[src/rtl/beep_scheduler.sv]
// beep_scheduler: sequences countdown beeps, the end-of-count alarm and keypad clicks onto one buzzer
// Ports:
//   clk          in  system clock
//   reset        in  asynchronous active-low reset
//   enable       in  countdown running
//   secs         in  remaining seconds
//   sec_tick     in  one-cycle pulse per second
//   click_req    in  one-cycle keypad click request
//   alarm_stop   in  level, silences the alarm
//   tone_en      out buzzer on
//   tone_div     out tone generator divisor, 0 when silent
//   click_ack    out one-cycle pulse when a click starts
//   alarm_active out high while the alarm plays
module beep_scheduler #(
  parameter int DIV_W        = 16,
  parameter int BEEP_CYCLES  = 5_000_000,
  parameter int CLICK_CYCLES = 2_500_000,
  parameter int CLICK_DIV    = 12000,
  parameter int ALARM_SECS   = 5
) (
  input  logic             clk,
  input  logic             reset,
  input  logic             enable,
  input  logic [7:0]       secs,
  input  logic             sec_tick,
  input  logic             click_req,
  input  logic             alarm_stop,
  output logic             tone_en,
  output logic [DIV_W-1:0] tone_div,
  output logic             click_ack,
  output logic             alarm_active
);
  localparam int MAXC = BEEP_CYCLES > CLICK_CYCLES ? BEEP_CYCLES : CLICK_CYCLES;
  localparam int DW   = MAXC > 1 ? $clog2(MAXC) : 1;
  localparam int AW   = $clog2(ALARM_SECS + 1);
  typedef enum logic [2:0] {IDLE, BEEP, CLICK, ALARM, DONE} state_t;
  state_t           state_q, state_d;
  logic [DW-1:0]    dur_q, dur_d;
  logic [AW-1:0]    asec_q, asec_d, asec_n;
  logic             pend_q, pend_d, ret_q, ret_d;
  logic             tone_en_q, tone_en_d, ack_q, ack_d, alarm_q, alarm_d;
  logic [DIV_W-1:0] div_q, div_d, pitch;
  logic             beep_trig, alarm_trig;
  assign beep_trig  = enable & sec_tick & (secs != 8'd0);
  assign alarm_trig = enable & (secs == 8'd0);
  assign pitch = secs >= 8'd30 ? DIV_W'(17980) :
                 secs >= 8'd10 ? DIV_W'(19200) :
                 secs >= 8'd5  ? DIV_W'(24000) :
                 secs >= 8'd1  ? DIV_W'(28800) : DIV_W'(32000);
  assign asec_n = (sec_tick && asec_q != AW'(ALARM_SECS)) ? asec_q + AW'(1) : asec_q;
  always_comb begin
    state_d = state_q;
    dur_d   = dur_q;
    asec_d  = asec_q;
    pend_d  = pend_q | click_req;
    ret_d   = ret_q;
    ack_d   = 1'b0;
    case (state_q)
      IDLE, DONE: begin
        if (state_q == DONE && (!enable || secs != 8'd0)) begin
          state_d = IDLE;
        end else if (state_q == IDLE && alarm_trig) begin
          state_d = ALARM;
          asec_d  = '0;
          pend_d  = 1'b0;
        end else if (state_q == IDLE && beep_trig) begin
          state_d = BEEP;
          dur_d   = DW'(BEEP_CYCLES - 1);
        end else if (click_req || pend_q) begin
          // a click started from DONE must return there, not rearm the alarm
          state_d = CLICK;
          dur_d   = DW'(CLICK_CYCLES - 1);
          ack_d   = 1'b1;
          pend_d  = 1'b0;
          ret_d   = state_q == DONE;
        end
      end
      BEEP: begin
        if (!enable) begin
          state_d = IDLE;
        end else if (alarm_trig) begin
          state_d = ALARM;
          asec_d  = '0;
          pend_d  = 1'b0;
        end else if (beep_trig) begin
          dur_d = DW'(BEEP_CYCLES - 1);
        end else if (dur_q == '0) begin
          state_d = IDLE;
        end else begin
          dur_d = dur_q - DW'(1);
        end
      end
      CLICK: begin
        if (alarm_trig && !ret_q) begin
          state_d = ALARM;
          asec_d  = '0;
          pend_d  = 1'b0;
        end else if (beep_trig) begin
          state_d = BEEP;
          dur_d   = DW'(BEEP_CYCLES - 1);
        end else if (dur_q == '0) begin
          state_d = ret_q ? DONE : IDLE;
        end else begin
          dur_d = dur_q - DW'(1);
        end
      end
      ALARM: begin
        pend_d = 1'b0;
        asec_d = asec_n;
        if (!enable) begin
          state_d = IDLE;
        end else if (alarm_stop || asec_n == AW'(ALARM_SECS)) begin
          state_d = DONE;
        end
      end
      default: state_d = IDLE;
    endcase
  end
  always_comb begin
    tone_en_d = state_d == BEEP || state_d == CLICK || state_d == ALARM;
    alarm_d   = state_d == ALARM;
    // pitch is latched on the trigger and held for the rest of the beep
    div_d = state_d == BEEP  ? (beep_trig ? pitch : div_q) :
            state_d == CLICK ? DIV_W'(CLICK_DIV) :
            state_d == ALARM ? DIV_W'(32000) : '0;
  end
  always_ff @(posedge clk or negedge reset) begin
    if (!reset) begin
      state_q   <= IDLE;
      dur_q     <= '0;
      asec_q    <= '0;
      pend_q    <= 1'b0;
      ret_q     <= 1'b0;
      tone_en_q <= 1'b0;
      div_q     <= '0;
      ack_q     <= 1'b0;
      alarm_q   <= 1'b0;
    end else begin
      state_q   <= state_d;
      dur_q     <= dur_d;
      asec_q    <= asec_d;
      pend_q    <= pend_d;
      ret_q     <= ret_d;
      tone_en_q <= tone_en_d;
      div_q     <= div_d;
      ack_q     <= ack_d;
      alarm_q   <= alarm_d;
    end
  end
  assign tone_en      = tone_en_q;
  assign tone_div     = div_q;
  assign click_ack    = ack_q;
  assign alarm_active = alarm_q;
endmodule

[config.mk]
export PLATFORM = sky130hd
export DESIGN_NAME = beep_scheduler
export DESIGN_NICKNAME = d
export VERILOG_FILES = /design/src/rtl/beep_scheduler.sv
export SDC_FILE = /design/constraint.sdc
export NUM_CORES = 1
export LEC_CHECK = 0
export BUFFER_PORTS_ARGS = -buffer_cell sky130_fd_sc_hd__buf_2
export CAP_MARGIN = 25
export CORE_MARGIN = 2
export CORE_UTILIZATION = 40
export DETAILED_ROUTE_END_ITERATION = 6
export SYNTH_ARGS = -nofsm -noshare
export SYNTH_HDL_FRONTEND = slang
export SYNTH_SLANG_ARGS = --single-unit
[constraint.sdc]
create_clock -name clk -period 3.1 [get_ports clk]
set_input_delay 0.62 -clock clk [delete_from_list [all_inputs] [get_ports clk]]
set_output_delay 0.62 -clock clk [all_outputs]
set_load 0.03 [all_outputs]
==> impl_metrics.yaml, run 1 <==
synthesis:
  synth_top_area_share_pct: 39.3
  synthFlopType: "dfrtp_1"
  yosys.area.top_type: "dfrtp_1"
  syn_inst: 329
  syn_area_per_cell_um2: 8.72
  synthTopCellsByArea: "dfrtp_1, a21oi_1, nor2_1"
  synth_async_sr_flop_share_pct: 100
  ys_seq_area_share_pct: 39.3
  yosys_warnings: 0
  synth_edf_count: 0
  synth_seq_cells: 45
  syn_area_um2: 2870
  ys_types: 63
drt:
  wirelength_um: 7210
  drt-initial-drc-count: 134
  viasPerCell: 5.53
  post_drt_wl_per_cell_um: 15.5
  route.detailed.drc: 0
  drtAntennaViolNets: 0
  drt_first_pass_iters: 5
  num_vias: 2570
critical_path:
  r2r_start: "dur_q[0]"
  rr_endpoint: "dur_q[1]"
  reg2reg_depth: 11
  start_kind: "flop"
  cp.required_ns: 3.30
  cp_max_fo: 12
  crit_arrival_ns: 3.09
  path_class: "reg -> reg"
  r2r_slack_ns: 0.21
  end_kind: "flop"
clocking:
  cts_tree: "built"
  cts_made_buffers: 5
  clk_pin_slew_worst_paths_ns: 0.10
  cts_resized: 0
  cts_hold_buf: 0
  cts.sinks: 45
  cts_root_buf: "clkbuf_8"
  clk_latency_ns: 0.31
  cts-htree-levels: 2
  cts_buffer_depth: 2
floorplanning:
  initial_utilization_pct: 41.7
  dieWidth_um: 88.7
  core_area_um2: 6870
  rows: 30
  die_h_um: 88.7
  io_pins: 33
  die_area_um2: 7860
layout:
  final_common_cell: "dfrtp_1"
  layout-drive-gt1-share_pct: 19.8
  fin_util_pct: 48.1
  fin_nets: 385
  antenna_cells: 0
  area_growth_syn_to_layout_pct: 15.1
  final_cell_mix: "dfrtp_1, a21oi_1, nor2_1"
timing:
  fin_skew_ns: 0.00697
  max_freq_ghz: 0.346
  hold_viol_final: 0
  final_max_slew_viol_count: 0
  period_minus_slack_ns: 2.89
  worst_pin_slew_ns: 0.687
  finalSetupTns_ns: 0
  setup_viol: 0
  finalCritPeriodShare_pct: 93.3
  rsz0062_at_grt: "no"
  slew_headroom_pct: 54.0
outcome:
  outcome: "finished, final reports clean"
global_routing:
  antenna_found_initial: 0
  grt_max_degree: 26
  grt_usage_pct: 20.4
  grt_pass1_vias: 2536
  grt_first_pass_wirelength_um: 12600
  grt_overflow: 0
place:
  dp_hpwl_um: 5200
  gp_congestion: 0.903
  portBuffers: 29
pwr:
  ir_drop_v: 0.000394
  total_power_uw: 2640
  p_per_area_nw_per_um2: 799
  p_leak_uw: 0.00139
job:
  maxCapViolCount: 0
hold_path:
  hold_class: "in -> async"
-- flip-flops by register name (all words and copies together) (netlist names) --
| register | flops |
|---|---|
| pend_q | 1 |
| tone_div | 11 |
| tone_en | 1 |
| click_ack | 1 |
| ret_q | 1 |
| asec_q | 3 |
| alarm_active | 1 |
| dur_q | 23 |
| state_q | 3 |
-- what timing repair did --
item	CTS	global route
buffers inserted	0	2
hold endpoints to repair	0	0
setup endpoints to repair	0	4
-- worst max path at each step --
| stage | from | to | cells after the start |
|---|---|---|---|
| floorplan | secs[5] | dur_q[15] | 7 |
| global placement | secs[1] | dur_q[1] | 9 |
| detailed placement | sec_tick | dur_q[8] | 9 |
| CTS | dur_q[0] | dur_q[1] | 11 |
| global route | asec_q[0] | dur_q[4] | 9 |
| finish | dur_q[0] | dur_q[1] | 11 |
-- metrics by stage --
stage	setup slack (ns)	instance area, um^2	cells	hold WS (ns)
floorplan	0.488	2880	331	0.324
global placement	0.167	3170	454	0.491
detailed placement	0.118	3190	455	0.504
CTS	0.163	3290	463	0.281
global route	0.0348	3300	465	0.301
finish	0.209	3300	465	0.262
-- power breakdown --
| part | switching [uW] | internal (uW) | leakage (uW) |
|---|---|---|---|
| logic | 805 | 519 | 0.000800 |
| clock network | 234 | 165 | 0.0000452 |
| registers | 149 | 765 | 0.000548 |
-- cells by family after synthesis --
kind of cell | Yosys count | share of synthesized area, %
compound gates | 114 | 27.0
xor+xnor | 1 | 0.305
fa+ha+maj | 3 | 1.31
buf+inv | 38 | 6.24
flops | 45 | 39.3
mux | 9 | 3.19
other cells | 1 | 0.131
simple gates | 118 | 22.6
-- cell type report --
type	instances	area [um^2]
Fill cell	703	3570
Multi-Input combinational cell	248	1570
Sequential cell	45	1130
Timing Repair Buffer	49	320
Tap cell	96	120
Inverter	19	71.3
Clock buffer	5	68.8
Clock inverter	3	25.0
-- critical path, stage by stage (launching register included) --
cell and delay [ns]:
dfrtp_1 0.42, inv_1 0.07, ha_1 0.17, or4b_4 0.52, nor4b_2 0.26, a41oi_1 0.19, nor3_2 0.23, buf_4 0.18
nor3_1 0.06, nor2_1 0.20, buf_12 0.17, mux2_2 0.33
-- cells in the mapped netlist (4+ instances only) --
| cell | n |
|---|---|
| dfrtp_1 | 45 |
| a21oi_1 | 32 |
| nor2_1 | 31 |
| nand2_1 | 26 |
| o21ai_0 | 22 |
| inv_1 | 19 |
| nor3_1 | 14 |
| a31oi_1 | 9 |
| mux2i_1 | 8 |
| nand2b_1 | 8 |
| o22ai_1 | 8 |
| clkbuf_1 | 7 |
| buf_4 | 6 |
| nand3_1 | 6 |
| buf_2 | 5 |
| o31a_1 | 4 |
| or3_1 | 4 |
-- per-layer routing --
layer / vias up / GRT usage (%) / wire [um]
li1: 1277 / - / -
met1: 1224 / 29.1 / 3440
met2: 63 / 31.7 / 3360
met3: 6 / 3.45 / 329
met4: 0 / 6.61 / 72
met5: - / 0 / 0
No activity file was read; power rests on OpenSTA's default activity.
==> inputs of run 2 (changes only) <==
- ABC_AREA: unset -> 1
==> run 2 against run 1 <==
Against the previous run:
- hold slack worse by 0.033 ns
- via count is 9.8% higher
- maximum frequency is 19% higher
- combinational power is 37% higher
- non-clock buffer count is 16 lower
- critical path depth stayed put
- die area is 7.9% higher
- clock skew is 0.0034 ns higher
- power is 25% higher
- utilization is 3.0 points lower
- synthesized cell count is 36% higher
- setup slack better by 0.46 ns
- largest power group unchanged
==> impl_metrics.yaml, run 2 <==
timing:
  final_max_slew_viol_count: 0
  setup_viol: 0
  max_freq_ghz: 0.412
  period_minus_slack_ns: 2.43
  fin_ws_ns: 0.671
  finalCritPeriodShare_pct: 78.4
  hold_viol_final: 0
  fin_skew_ns: 0.0104
  rsz0062_at_grt: "no"
  finalSetupTns_ns: 0
floorplanning:
  die_h_um: 92.1
  io_pins: 33
  initial_utilization_pct: 40.8
  rows: 32
  dieWidth_um: 92.1
  core_area_um2: 7610
  die_area_um2: 8480
layout:
  max_flop_register: "dur_q"
  fin_util_pct: 45.1
  fin_nets: 494
  area_growth_syn_to_layout_pct: 10.6
  fillers: 791
  final_area_um2: 3430
  fin_cells: 580
  final_cell_mix: "nand2_1, nor2_1, dfrtp_1"
  antenna_cells: 0
  final_common_cell: "nand2_1"
  largest_reg_flops: 23
  layout-drive-gt1-share_pct: 17.2
pwr:
  p_sw_uw: 1660
  p_leak_uw: 0.00180
  swShare_pct: 50.4
  internal_power_uw: 1640
  clkPwrFrac_pct: 14.2
  comb_power_share_pct: 54.9
  ir_drop_v: 0.000410
  p_per_area_nw_per_um2: 961
  power_frac_seq_pct: 30.8
clocking:
  cts_made_buffers: 5
  clk_latency_ns: 0.30
  cts_tree: "built"
  cts_root_buf: "clkbuf_8"
  cts_hold_buf: 0
  clk_pin_slew_worst_paths_ns: 0.10
  cts.sinks: 45
  cts-htree-levels: 2
  cts_resized: 0
  postCtsSetupRepairBufs: 0
  cts_buffer_depth: 2
drt:
  post_drt_wl_per_cell_um: 12.3
  viasPerCell: 4.87
  drt_first_pass_iters: 5
  drt-initial-drc-count: 115
  wirelength_um: 7110
  num_vias: 2823
  drtAntennaViolNets: 0
  route.detailed.drc: 0
place:
  dp_hpwl_um: 5270
  portBuffers: 29
  gp_congestion: 0.929
  place_area_um2: 3320
  pre_cts_ws_ns: 0.638
  placed_cells: 572
global_routing:
  grt_first_pass_wirelength_um: 12200
  grt_pass1_vias: 2652
  antenna_found_initial: 0
  grt_max_degree: 31
  grt_overflow: 0
  grt_usage_pct: 17.7
synthesis:
  ys_types: 46
  yosys.area.top_type: "dfrtp_1"
  yosys-top-cells-count: "nand2_1, nor2_1, dfrtp_1, inv_1, nand3_1"
  yosys_warnings: 0
  synthFlopType: "dfrtp_1"
  synthTopCellsByArea: "dfrtp_1, nand2_1, nor2_1"
  ys_seq_area_share_pct: 36.3
  synth_top_area_share_pct: 36.3
  synth_most_common_cell: "nand2_1"
  synth_seq_cells: 45
  synth_edf_count: 0
  syn_area_per_cell_um2: 6.91
  synth_async_sr_flop_share_pct: 100
  syn_area_um2: 3100
  syn_inst: 449
critical_path:
  path_class: "reg -> reg"
  start_kind: "flop"
  worstPathCellList: "inv_2, nand2_1, nor2_2, inv_1, nand2_2, inv_2, a21oi_2, nand4_4, buf_4, nand2_1, o21ai_1"
  cp.required_ns: 3.28
  end_kind: "flop"
  slowest_delay_ns: 0.48
  crit_path_top_delay_cell: "dfrtp_1"
  crit_arrival_ns: 2.61
  cp_max_fo: 28
job:
  maxCapViolCount: 0
hold_path:
  hold_class: "in -> async"
outcome:
  outcome: "finished, final reports clean"
run 2: worst max-delay path: cells and delay by family (launching register included):
family	cells	cell delay, ns
and+or+nand+nor	5	0.87
buffers and inverters	4	0.66
DFF	1	0.48
AOI/OAI and AO/OA	2	0.27
run 2: through the flow:
step | hold WS [ns] | total power (uW)
4_1_cts | 0.243 | 3340
5_1_grt | 0.248 | 3630
6_report | 0.229 | 3300
3_3_place_gp | 0.461 | 2820
2_1_floorplan | 0.324 | 2540
3_5_place_dp | 0.460 | 2850
run 2: cell families (layout without fill, tap and decap cells):
group	count (synthesis)	after routing	share of synthesized area (%)
AOI/OAI and AO/OA	55	55	10.0
xor gates and xnor gates	4	4	1.13
adders and majority gates	3	3	1.21
buffers and inverters	63	90	9.71
DFF	45	45	36.3
other	1	3	0.121
and+or+nand+nor	278	278	41.6
run 2: power by group through the flow:
stage          Combinational (uW)  Sequential, uW  Clock [uW]
3_3_place_gp                 1790            1030           0
4_1_cts                      1830            1020         488
5_1_grt                      2070            1050         509
2_1_floorplan                1390            1150           0
3_5_place_dp                 1820            1030           0
6_report                     1810            1020         469
run 2: layout make-up:
cell class	count	area, um^2	area share, %
clock buffers	5	68.8	2.01
clock inverters	3	46.3	1.35
inverters	49	191	5.58
multi-input cells	343	1680	49.1
flip-flops and latches	45	1130	32.8
well taps	102	128	3.72
repair buffers	33	188	5.47
run 2: path summary, 6_finish.rpt:
check / startpoint / end / slack [ns] / cells past startpoint
worst min-delay path: reset / dur_q[5] / 0.23 / 1
worst max-delay path: state_q[2] / dur_q[12] / 0.67 / 11
worst min register to register: tone_div[8] / tone_div[8] / 0.48 / 2
min in group clk: tone_div[8] / tone_div[8] / 0.48 / 2
max in group asynchronous: reset / tone_div[4] / 2.37 / 2
worst max register to register: state_q[2] / dur_q[12] / 0.67 / 11
run 2: routing by layer:
| metal | share of wire, % | wire (um) | vias up | GRT usage, % |
|---|---|---|---|---|
| li1 | - | - | 1483 | - |
| met1 | 46 | 3270 | 1270 | 22.5 |
| met2 | 48 | 3430 | 55 | 30.4 |
| met3 | 3.8 | 270 | 15 | 3.29 |
| met4 | 1.9 | 136 | 0 | 5.72 |
| met5 | 0 | 0 | - | 0 |
==> inputs of run 3 (changes only) <==
- clock period: 3.1 -> 2.48 ns (I/O delays scaled with it)
==> run 3 against run 2 <==
Against the previous run:
- final area rose by 1.4%
- non-clock buffer count rose by 5
- clock power up 45%
- critical path type unchanged
- critical endpoint is now tone_div[10]
==> impl_metrics.yaml, run 3 (synthesis results as in run 2) <==
critical_path:
  worstPathCellList: "inv_1, ha_1, nand2_1, nand2_1, nand2_1, nand2_1, nand3_1, nand3_2, nand2_1, nor2_1, nand2_2, nand3_4, clkinv_4, nand2_1, nand2_1"
  cp.depth: 15
  start_kind: "flop"
  rr_endpoint: "tone_div[10]"
  setup.worst_path.end: "tone_div[10]"
  cp.buffers_inverters: 2
  reg2reg_depth: 15
  path_class: "reg -> reg"
  end_kind: "flop"
  cp_common_cell: "nand2_1"
  crit_path_top_delay_cell: "dfrtp_1"
  startpoint: "asec_q[1]"
  cpLargestDelayFamily: "simple AND/OR/NAND/NOR gates"
  crit_arrival_ns: 2.32
  r2r_slack_ns: 0.34
  cp_max_fo: 11
  r2r_start: "asec_q[1]"
  slowest_delay_ns: 0.39
  cp.required_ns: 2.66
timing:
  hold_viol_final: 0
  worst_pin_slew_ns: 0.601
  finalCritPeriodShare_pct: 86.2
  fin_skew_ns: 0.0107
  finalSetupTns_ns: 0
  slew_headroom_pct: 59.9
  period_minus_slack_ns: 2.14
  max_freq_ghz: 0.468
  rsz0062_at_grt: "no"
  final_max_slew_viol_count: 0
  setup_viol: 0
  hold_slack_ns: 0.278
layout:
  area_growth_syn_to_layout_pct: 12.1
  fin_nets: 499
  final_common_cell: "nand2_1"
  max_flop_register: "dur_q"
  final_cell_mix: "nand2_1, nor2_1, dfrtp_1"
  largest_reg_flops: 23
  fin_util_pct: 45.7
  layout-drive-gt1-share_pct: 18.0
  antenna_cells: 0
drt:
  drt_first_pass_iters: 4
  route.detailed.drc: 0
  drt-initial-drc-count: 89
  viasPerCell: 4.91
  drtAntennaViolNets: 0
  wirelength_um: 7220
  post_drt_wl_per_cell_um: 12.3
  num_vias: 2874
pwr:
  power_frac_seq_pct: 29.5
  p_per_area_nw_per_um2: 1240
  clkPwrFrac_pct: 15.8
  p_leak_uw: 0.00183
  p_sw_uw: 2090
  comb_power_share_pct: 54.7
  swShare_pct: 48.4
  internal_power_uw: 2230
  ir_drop_v: 0.000482
global_routing:
  antenna_found_initial: 0
  grt_pass1_vias: 2757
  grt_overflow: 0
  grt_max_degree: 46
  grt_usage_pct: 18.0
  grt_first_pass_wirelength_um: 12500
floorplanning:
  core_area_um2: 7610
  dieWidth_um: 92.1
  initial_utilization_pct: 40.8
  io_pins: 33
  die_h_um: 92.1
  rows: 32
  die_area_um2: 8480
clocking:
  cts_resized: 0
  postCtsSetupRepairBufs: 0
  cts_tree: "built"
  cts_buffer_depth: 2
  cts.sinks: 45
  cts-htree-levels: 2
  cts_hold_buf: 0
  clk_latency_ns: 0.30
  cts_root_buf: "clkbuf_8"
  clk_pin_slew_worst_paths_ns: 0.09
  cts_made_buffers: 5
place:
  portBuffers: 29
  dp_hpwl_um: 5390
  gp_congestion: 0.926
outcome:
  outcome: "finished, final reports clean"
hold_path:
  hold_class: "in -> async"
job:
  maxCapViolCount: 0
-- run 3: cell count changes in the layout (fill, tap and decap cells not counted), sizes merged --
cell      before  now
clkinvlp       1    0
clkinv         2    1
bufinv         1    2
inv           48   49
buf           33   38
-- run 3: worst min-delay path by stage --
stage / end / from / slack [ns]
final: dur_q[14] / reset / 0.28
after global routing: dur_q[3] / reset / 0.33
after CTS: dur_q[14] / reset / 0.30
after detailed placement: tone_div[7] / tone_div[7] / 0.46
after global placement: tone_div[12] / tone_div[12] / 0.46
after floorplan: alarm_active / reset / 0.20
-- run 3: final cells by class --
type	count	area (um^2)
fillers	836	4130
multi-input cells	343	1680
flip-flops and latches	45	1130
repair buffers	38	213
inverters	49	191
well taps	102	128
clock buffers	5	68.8
clock inverters	3	68.8
-- run 3: power groups by stage --
stage                     sequential [uW]  combinational (uW)  clock [uW]
after floorplan                      1430                1740           0
after global placement               1280                2330           0
after detailed placement             1290                2370           0
after CTS                            1270                2390         701
after global routing                 1310                2680         720
final                                1270                2360         680
-- run 3: metal layers --
layer,GRT usage (%),wire [um],share of wire [%]
met5,0,0,0
met4,4.60,56,0.78
met3,2.55,215,3.0
met2,32.0,3530,49
met1,23.0,3420,47
-- run 3: stage by stage --
stage	setup WS, ns	instances	total power, uW	area, um^2
floorplan	0.673	451	3170	3110
global placement	0.288	577	3610	3340
detailed placement	0.258	577	3660	3340
CTS	0.330	585	4360	3480
global route	0.0515	585	4720	3480
finish	0.343	585	4310	3480
-- run 3: worst register-to-register path: cells and delay by family, from the launching register on --
family / cells / cell delay, ns
flops: 1 / 0.39
fa+ha+maj: 1 / 0.15
simple gates: 12 / 1.27
buf+inv: 2 / 0.21
